File: config.mk
export PLATFORM = sky130hd
export DESIGN_NAME = grf_wb_arbiter
export DESIGN_NICKNAME = d
export VERILOG_FILES = /design/src/rtl/grf_wb_arbiter.sv
export SDC_FILE = /design/constraint.sdc
export NUM_CORES = 1
export LEC_CHECK = 0
export CORE_ASPECT_RATIO = 0.6
export CORE_MARGIN = 1.5
export CORE_UTILIZATION = 49
export DETAILED_ROUTE_END_ITERATION = 10
export PLACE_DENSITY = 0.85
export SYNTH_ARGS = -nofsm -noshare
export SYNTH_HDL_FRONTEND = slang
export SYNTH_SLANG_ARGS = --single-unit
File: constraint.sdc
create_clock -name clk -period 2.5 [get_ports clk]
set_input_delay 0.375 -clock clk [delete_from_list [all_inputs] [get_ports clk]]
set_output_delay 0.375 -clock clk [all_outputs]
set_load 0.03 [all_outputs]
File: src/rtl/grf_wb_arbiter.sv
// grf_wb_arbiter: write-port arbiter in front of the GRF.
// Merges the W-stage retirement write (fixed highest priority, combinational)
// with mult/div results that arrive through a valid/ready handshake and are
// buffered in a small circular FIFO. Exports a mask of registers targeted by
// queued entries so the hazard unit can stall readers of them.
//
// Optional feature macro: GRF_WB_DISPLAY_EN
//   defined   -> prints "$<reg> <= <data>" on every edge where a GRF write occurs
//   undefined -> no simulation output; the logic is the same either way.
module grf_wb_arbiter #(
    parameter int FIFO_DEPTH = 4
) (
    input  logic        clk,
    input  logic        reset,
    input  logic        pipe_we,
    input  logic [4:0]  pipe_waddr,
    input  logic [31:0] pipe_wdata,
    input  logic        md_valid,
    output logic        md_ready,
    input  logic [4:0]  md_waddr,
    input  logic [31:0] md_wdata,
    output logic        RegWrite,
    output logic [4:0]  Waddr,
    output logic [31:0] WData,
    output logic [31:0] md_pending
);

    localparam int AW = (FIFO_DEPTH > 1) ? $clog2(FIFO_DEPTH) : 1;
    localparam logic [AW:0] LP_DEPTH = (AW + 1)'(FIFO_DEPTH);
    localparam logic [AW:0] LP_ONE   = (AW + 1)'(1);

    // Entry storage; kept in flops because the head must be readable in the
    // same cycle it is presented to the GRF.
    logic [4:0]            r_addr_mem [FIFO_DEPTH];
    logic [31:0]           r_data_mem [FIFO_DEPTH];
    logic [FIFO_DEPTH-1:0] r_valid;
    logic [AW-1:0]         r_rd_ptr;
    logic [AW-1:0]         r_wr_ptr;
    logic [AW:0]           r_count;

    logic        w_pipe_act;
    logic        w_not_empty;
    logic        w_not_full;
    logic        w_push;
    logic        w_pop;
    logic [31:0] w_slot_mask [FIFO_DEPTH];

    assign w_pipe_act  = pipe_we && (pipe_waddr != 5'd0);
    assign w_not_empty = (r_count != '0);
    assign w_not_full  = (r_count < LP_DEPTH);

    // Ready depends only on reset and occupancy, never on md_valid.
    assign md_ready = !reset && w_not_full;

    // Writes to $0 complete the handshake but are dropped here.
    assign w_push = md_valid && md_ready && (md_waddr != 5'd0);

    // The FIFO only drains when the pipe leaves the write port free.
    assign w_pop = !reset && !w_pipe_act && w_not_empty;

    // Fixed-priority write-port mux: pipe first, then FIFO head, else idle.
    always_comb begin
        RegWrite = 1'b0;
        Waddr    = 5'd0;
        WData    = 32'd0;
        if (!reset) begin
            if (w_pipe_act) begin
                RegWrite = 1'b1;
                Waddr    = pipe_waddr;
                WData    = pipe_wdata;
            end else if (w_not_empty) begin
                RegWrite = 1'b1;
                Waddr    = r_addr_mem[r_rd_ptr];
                WData    = r_data_mem[r_rd_ptr];
            end
        end
    end

    // One-hot decode of each occupied slot's destination register.
    generate
        for (genvar gi = 0; gi < FIFO_DEPTH; gi++) begin : g_slot_mask
            assign w_slot_mask[gi] = r_valid[gi] ? (32'd1 << r_addr_mem[gi]) : 32'd0;
        end
    endgenerate

    // Pending mask is the OR of all occupied slot decodes (registered state only).
    always_comb begin
        md_pending = 32'd0;
        for (int i = 0; i < FIFO_DEPTH; i++) begin
            md_pending = md_pending | w_slot_mask[i];
        end
    end

    // FIFO state: push at the tail, pop at the head, both may occur together.
    always_ff @(posedge clk) begin
        if (reset) begin
            r_rd_ptr <= '0;
            r_wr_ptr <= '0;
            r_count  <= '0;
            r_valid  <= '0;
            for (int i = 0; i < FIFO_DEPTH; i++) begin
                r_addr_mem[i] <= 5'd0;
                r_data_mem[i] <= 32'd0;
            end
        end else begin
            if (w_push) begin
                r_addr_mem[r_wr_ptr] <= md_waddr;
                r_data_mem[r_wr_ptr] <= md_wdata;
                r_valid[r_wr_ptr]    <= 1'b1;
                r_wr_ptr             <= r_wr_ptr + 1'b1;
            end
            if (w_pop) begin
                r_valid[r_rd_ptr] <= 1'b0;
                r_rd_ptr          <= r_rd_ptr + 1'b1;
            end
            case ({w_push, w_pop})
                2'b10:   r_count <= r_count + LP_ONE;
                2'b01:   r_count <= r_count - LP_ONE;
                default: r_count <= r_count;
            endcase
        end
    end

`ifdef GRF_WB_DISPLAY_EN
    // Trace of every committed GRF write (replaces the GRF's own print).
    always_ff @(posedge clk) begin
        if (RegWrite && !reset) begin
            $display("$%d <= %h", Waddr, WData);
        end
    end
`endif

endmodule

Yosys cells after proc, flatten, opt, wreduce, memory -nomap -nowiden. Memories as Yosys holds them, arrays and structs flattened. A register that Yosys moved wholly into a read port is not among the register bits. Cells that the tools add are included.

Bits in registers: 11. Latch bits: 0. Bits in writable memories: 148. Bits in read-only memories: 0. Bits of input ports: 78. Output and inout bits: 71. Logic and storage cells: 79. Memories: 2.

$add $sub $neg: 4. $mul: 0. Divide/modulo/power cells: 0. $lt $le $gt $ge: 5. Eq/ne operators: 2. Shift operators: 4. Muxes and demuxes: 36. Bitwise gates (word level): 6. Reduce and logical (&&, ||, !) cells: 16.

Memory list: r_data_mem (depth 4, bits a word 32, read ports 1, clocked after Yosys merged registers in 1, wr ports 4, RTL line 35) `logic [31:0] r_data_mem [FIFO_DEPTH];`; r_addr_mem (depth 4, bits a word 5, read ports 5, clocked after Yosys merged registers in 1, wr ports 4, RTL line 34) `logic [4:0] r_addr_mem [FIFO_DEPTH];`.

Operators by type and width (number): two-way mux 32 bit (8); left shift 1 x 5 -> 32 bit, first input constant (4); bitwise OR 32 bit (3); OR reduction 32 bit (1); two-way mux 5 bit (4); two-way mux 1 bit (12); two-way mux 2 bit (6); two-way mux 4 bit (3); nonzero test 5 bit (2); logical AND 1 bit (8); less-than comparator 2 x 3 -> 1 bit, second input constant (2); one-hot mux 3 bit (2 select lines) (1); OR reduction 5 bit (1); adder 2 x 1 -> 2 bit, second input constant (2); bitwise AND 4 bit (1); demux 1 bit (select 2 bit) (2); greater-or-equal comparator 2 x 1 -> 1 bit, second input constant (2); NOT 4 bit (1); bitwise OR 4 bit (1); adder 3 x 1 -> 3 bit, second input constant (1); less-than comparator 3 bit, second input constant (1); nonzero test 3 bit (1); subtractor 3 x 1 -> 3 bit, second input constant (1); == test 2 x 1 -> 1 bit, second input constant (1); other kinds (3) (4).

Longest topological paths before layout.
Depth in word-level cells: 9. Depth in mapped cells: 12. Depth with buffers taken out: 10.

Least setup slack after synthesis. No wires, ideal clock.

Kind: input port to flip-flop. From: in reset. To: mem r_addr_mem[2][0] (enable). Setup time: 0.396 ns. Arrival: 2.285 ns. Required time: 2.104 ns. Path slack: -0.181 ns. Stages on the path: 5. Path buffers: 0. Path through: nor2_2 -> o211a_4 -> clkinv_4 -> nor3_4 -> or2_1.

RTL lines: from (decl) (RTL line 14) `input logic reset,`; to (decl) (RTL line 34).

Worst setup path after layout.
From: in pipe_waddr[0]. To: out WData[12].

Cells in the longest elaborated chain, start to end: 4.

RTL lines: from (decl) (RTL line 16) `input logic [4:0] pipe_waddr,`; nonzero test 5 bit (RTL line 48) `assign w_pipe_act = pipe_we && (pipe_waddr != 5'd0);`; logical AND 1 bit (RTL line 48); two-way mux 32 bit (RTL line 67) `if (w_pipe_act) begin`; two-way mux 32 bit (RTL line 66) `if (!reset) begin`; to (decl) (RTL line 24) `output logic [31:0] WData,`.

Every way passes these cells.

==> qor.txt <==
outcome = finished clean
Syn Std Cell Area = 8700 sq um
IO buf count = 148
Period minus WS final = 2.48 ns
DRT Wirelength = 24800 microns
hold path cells = 3
Total GRT Usage = 26.5%
DR vias = 6783
Layout area overhead = 34.6%
Max-slew headroom = 57.0%
Synth top area share = 51.1%
most common cell in the netlist = edfxtp_1
CTS Buf Count = 17
fin util = 67.8%
EDFF count, synth = 148
DRC violations left = 0
die width = 175 microns
syn_area_per_cell = 12.5 sq um
DRT Pass-1 Iters = 5
r2r setup slk = 0.10 ns
top cells by area, synth = edfxtp_1 (51%), and2_1 (10%), mux4_2 (9.6%)
Layout Nets = 995
Clock Latency Late Sink = 0.42 ns
Final Skew = 0.0105 ns
Max Fclk = 404 MHz
HP Class = primary input to register
Unique masters post-synth = 56
Reg2Reg Capture Point = r_count[2]
Max VDD drop = 0.000477 V
final worst slack = 0.0238 ns
Core Footprint = 17300 sq um
CTS tree = yes
actual slew at the worst max-slew pin = 0.640 ns
share of layout cells above drive strength 1 = 28.9%
Worst Setup Start Kind = primary input
Syn Inst Count = 697
I/O pin count = 149
Hold Path End = r_addr_mem[2][1]
CP max FO = 5
Overflow after GRT = 0
FILL cells = 1240
area leader, netlist = edfxtp_1
final setup vio count = 0
post-cts hold buffer count = 0
Pleak = 0.00442 uW
Period Utilization, post-route = 99.0%
RSZ-0062 raised after global routing = true
first-pass GRT wire length = 37100 microns
DR WL/cell = 21.4 microns
ys flop type = edfxtp_1
most frequent cells after synthesis = edfxtp_1 (148), and2_1 (140), inv_1 (47)
htree depth = 4
Register Area = 4710 sq um
clock root buffer = clkbuf_16
final antenna-violating net count = 0
vias in the first global route = 6702
fin. max-slew vios = 0
die height = 106 microns
Placement Setup Slack = -0.351 ns
Synth Warn # = 0
largest net degree at the start of global routing = 42
ys async rst share = 0%
critical path class = primary input to primary output
Max-Cap Viols = 0
Seq/Total Area, Yosys = 54.1%
pwr dens = 597 nW/um^2
CP arrival = 2.10 ns
DP HPWL = 16000 microns
initial core utilization = 50.4%
Crit Reg-Reg Startpoint = r_count[0]
final hold vios = 0
antenna violations before repair = 1
Tot Pwr = 6990 uW
Register-to-Register Path Depth = 11
Syn Nets = 785
Die ar. = 18600 sq um
CP Capture Type = primary output
Critical Path RT = 2.12 ns
hold path start = md_waddr[1]
num rows = 37
post-synthesis register bit count = 161
post-DR vias/cell = 5.87
Initial DRC Count = 872
GPL Wtd Cong = 0.971
maximum root-to-sink buffer count = 2
clk slew on worst S/H paths = 0.07 ns
area of the multi-input gates = 3700 sq um
# clock sinks = 161
-- what timing repair did --
item,in CTS,in global routing
setup buffers,10,9
pin swaps,4,9
setup endpoints to repair,56,59
gates resized for setup,46,46
gates cloned,2,1
-- through the flow --
stage	instances	hold WS (ns)	TNS, ns	area [sq um]
floorplan	697	0.481	-0.0197	8720
global placement	1100	0.499	-30.86	10700
detailed placement	1100	0.535	-37.72	10700
CTS	1144	0.550	0	11500
global route	1154	0.426	-0.133	11700
finish	1155	0.410	0	11700
-- worst max-delay path, cell delays in order --
cell           delay [ns]
dlygate4sd2_1        0.26
or4_4                0.53
o21ai_2              0.15
buf_6                0.13
nor2_4               0.06
bufbuf_16            0.29
o2bb2ai_1            0.13
buf_4                0.18
-- power by group --
group | switching (uW) | total [uW] | internal, uW
logic | 579 | 1120 | 537
clock network | 1090 | 2680 | 1590
registers | 87.7 | 3200 | 3110
total | 1760 | 6990 | 5230
-- area by class of cell --
| type | instances | area share [%] |
|---|---|---|
| diodes | 1 | 0.0214 |
| clock buffers | 17 | 3.63 |
| clock inverters | 15 | 1.55 |
| inverters | 48 | 1.58 |
| multi-input cells | 443 | 31.6 |
| flip-flops and latches | 161 | 40.2 |
| well taps | 234 | 2.50 |
| repair buffers | 236 | 18.9 |
-- state kept, by name (all words and copies together), names as in the netlist, named ones only --
name,cells
r_data_mem,128
r_addr_mem,20
r_valid,4
r_count,3
r_rd_ptr,2
r_wr_ptr,2
-- cell families after synthesis --
kind of cell    count (synthesis)  share of synthesized area [%]
compound gates                119                           11.0
xor+xnor                        4                          0.403
fa+ha+maj                      10                           1.52
buf+inv                        93                           4.99
flops                         161                           54.1
mux                            38                           9.70
simple gates                  272                           18.3
-- worst max-delay path by stage --
stage,depth (start not counted),startpoint,to
floorplan,12,pipe_waddr[0],r_count[2]
global placement,10,md_waddr[1],r_count[2]
detailed placement,10,md_waddr[1],r_count[2]
CTS,6,r_addr_mem[3][0],md_pending[25]
global route,6,r_addr_mem[2][3],md_pending[8]
finish,8,pipe_waddr[0],WData[12]
-- metal layers --
metal | part of all wire, % | vias up | global-route usage (%)
met3 | 9.5 | 44 | 6.26
met5 | 0 | - | 0
met1 | 43 | 3326 | 38.0
li1 | - | 3022 | -
met4 | 1.6 | 0 | 7.02
met2 | 46 | 391 | 40.7
-- placed cells by master, fill, tap and decap left out, types with 3 or more instances in the layout --
cell             Yosys  final
dfxtp_1             13     10
clkdlybuf4s50_1      0     68
nand2_1             35     34
o32ai_1              3      3
clkbuf_2             0      9
a221o_1              5      5
clkinv_2             0      3
o2bb2ai_1           35     34
buf_12               0     11
and2_1             140    140
nand2b_1            12     11
a211oi_1             4      4
nand3_1              5      5
clkinv_4             1      4
nor2_1              28     26
nor2b_1             12     10
a222oi_1             3      3
a32oi_1             12     12
buf_4                0    125
buf_6                9      3
nand3b_1             3      3
inv_6                0      4
nor3_4               4      4
inv_1               47     47
bufinv_16            0      3
or2_2                3      5
a21oi_1             10      9
dlygate4sd2_1        0      3
nor3_1               8      6
mux4_2              37     37
clkdlybuf4s15_1      0      3
o211ai_1            18     18
edfxtp_1           148    148
nor4_1               3      3
a22oi_1             12     12
ha_1                 9      8
clkbuf_16            0     19
dlymetal6s2s_1       0      5
Power figures use the tool's default switching activity.
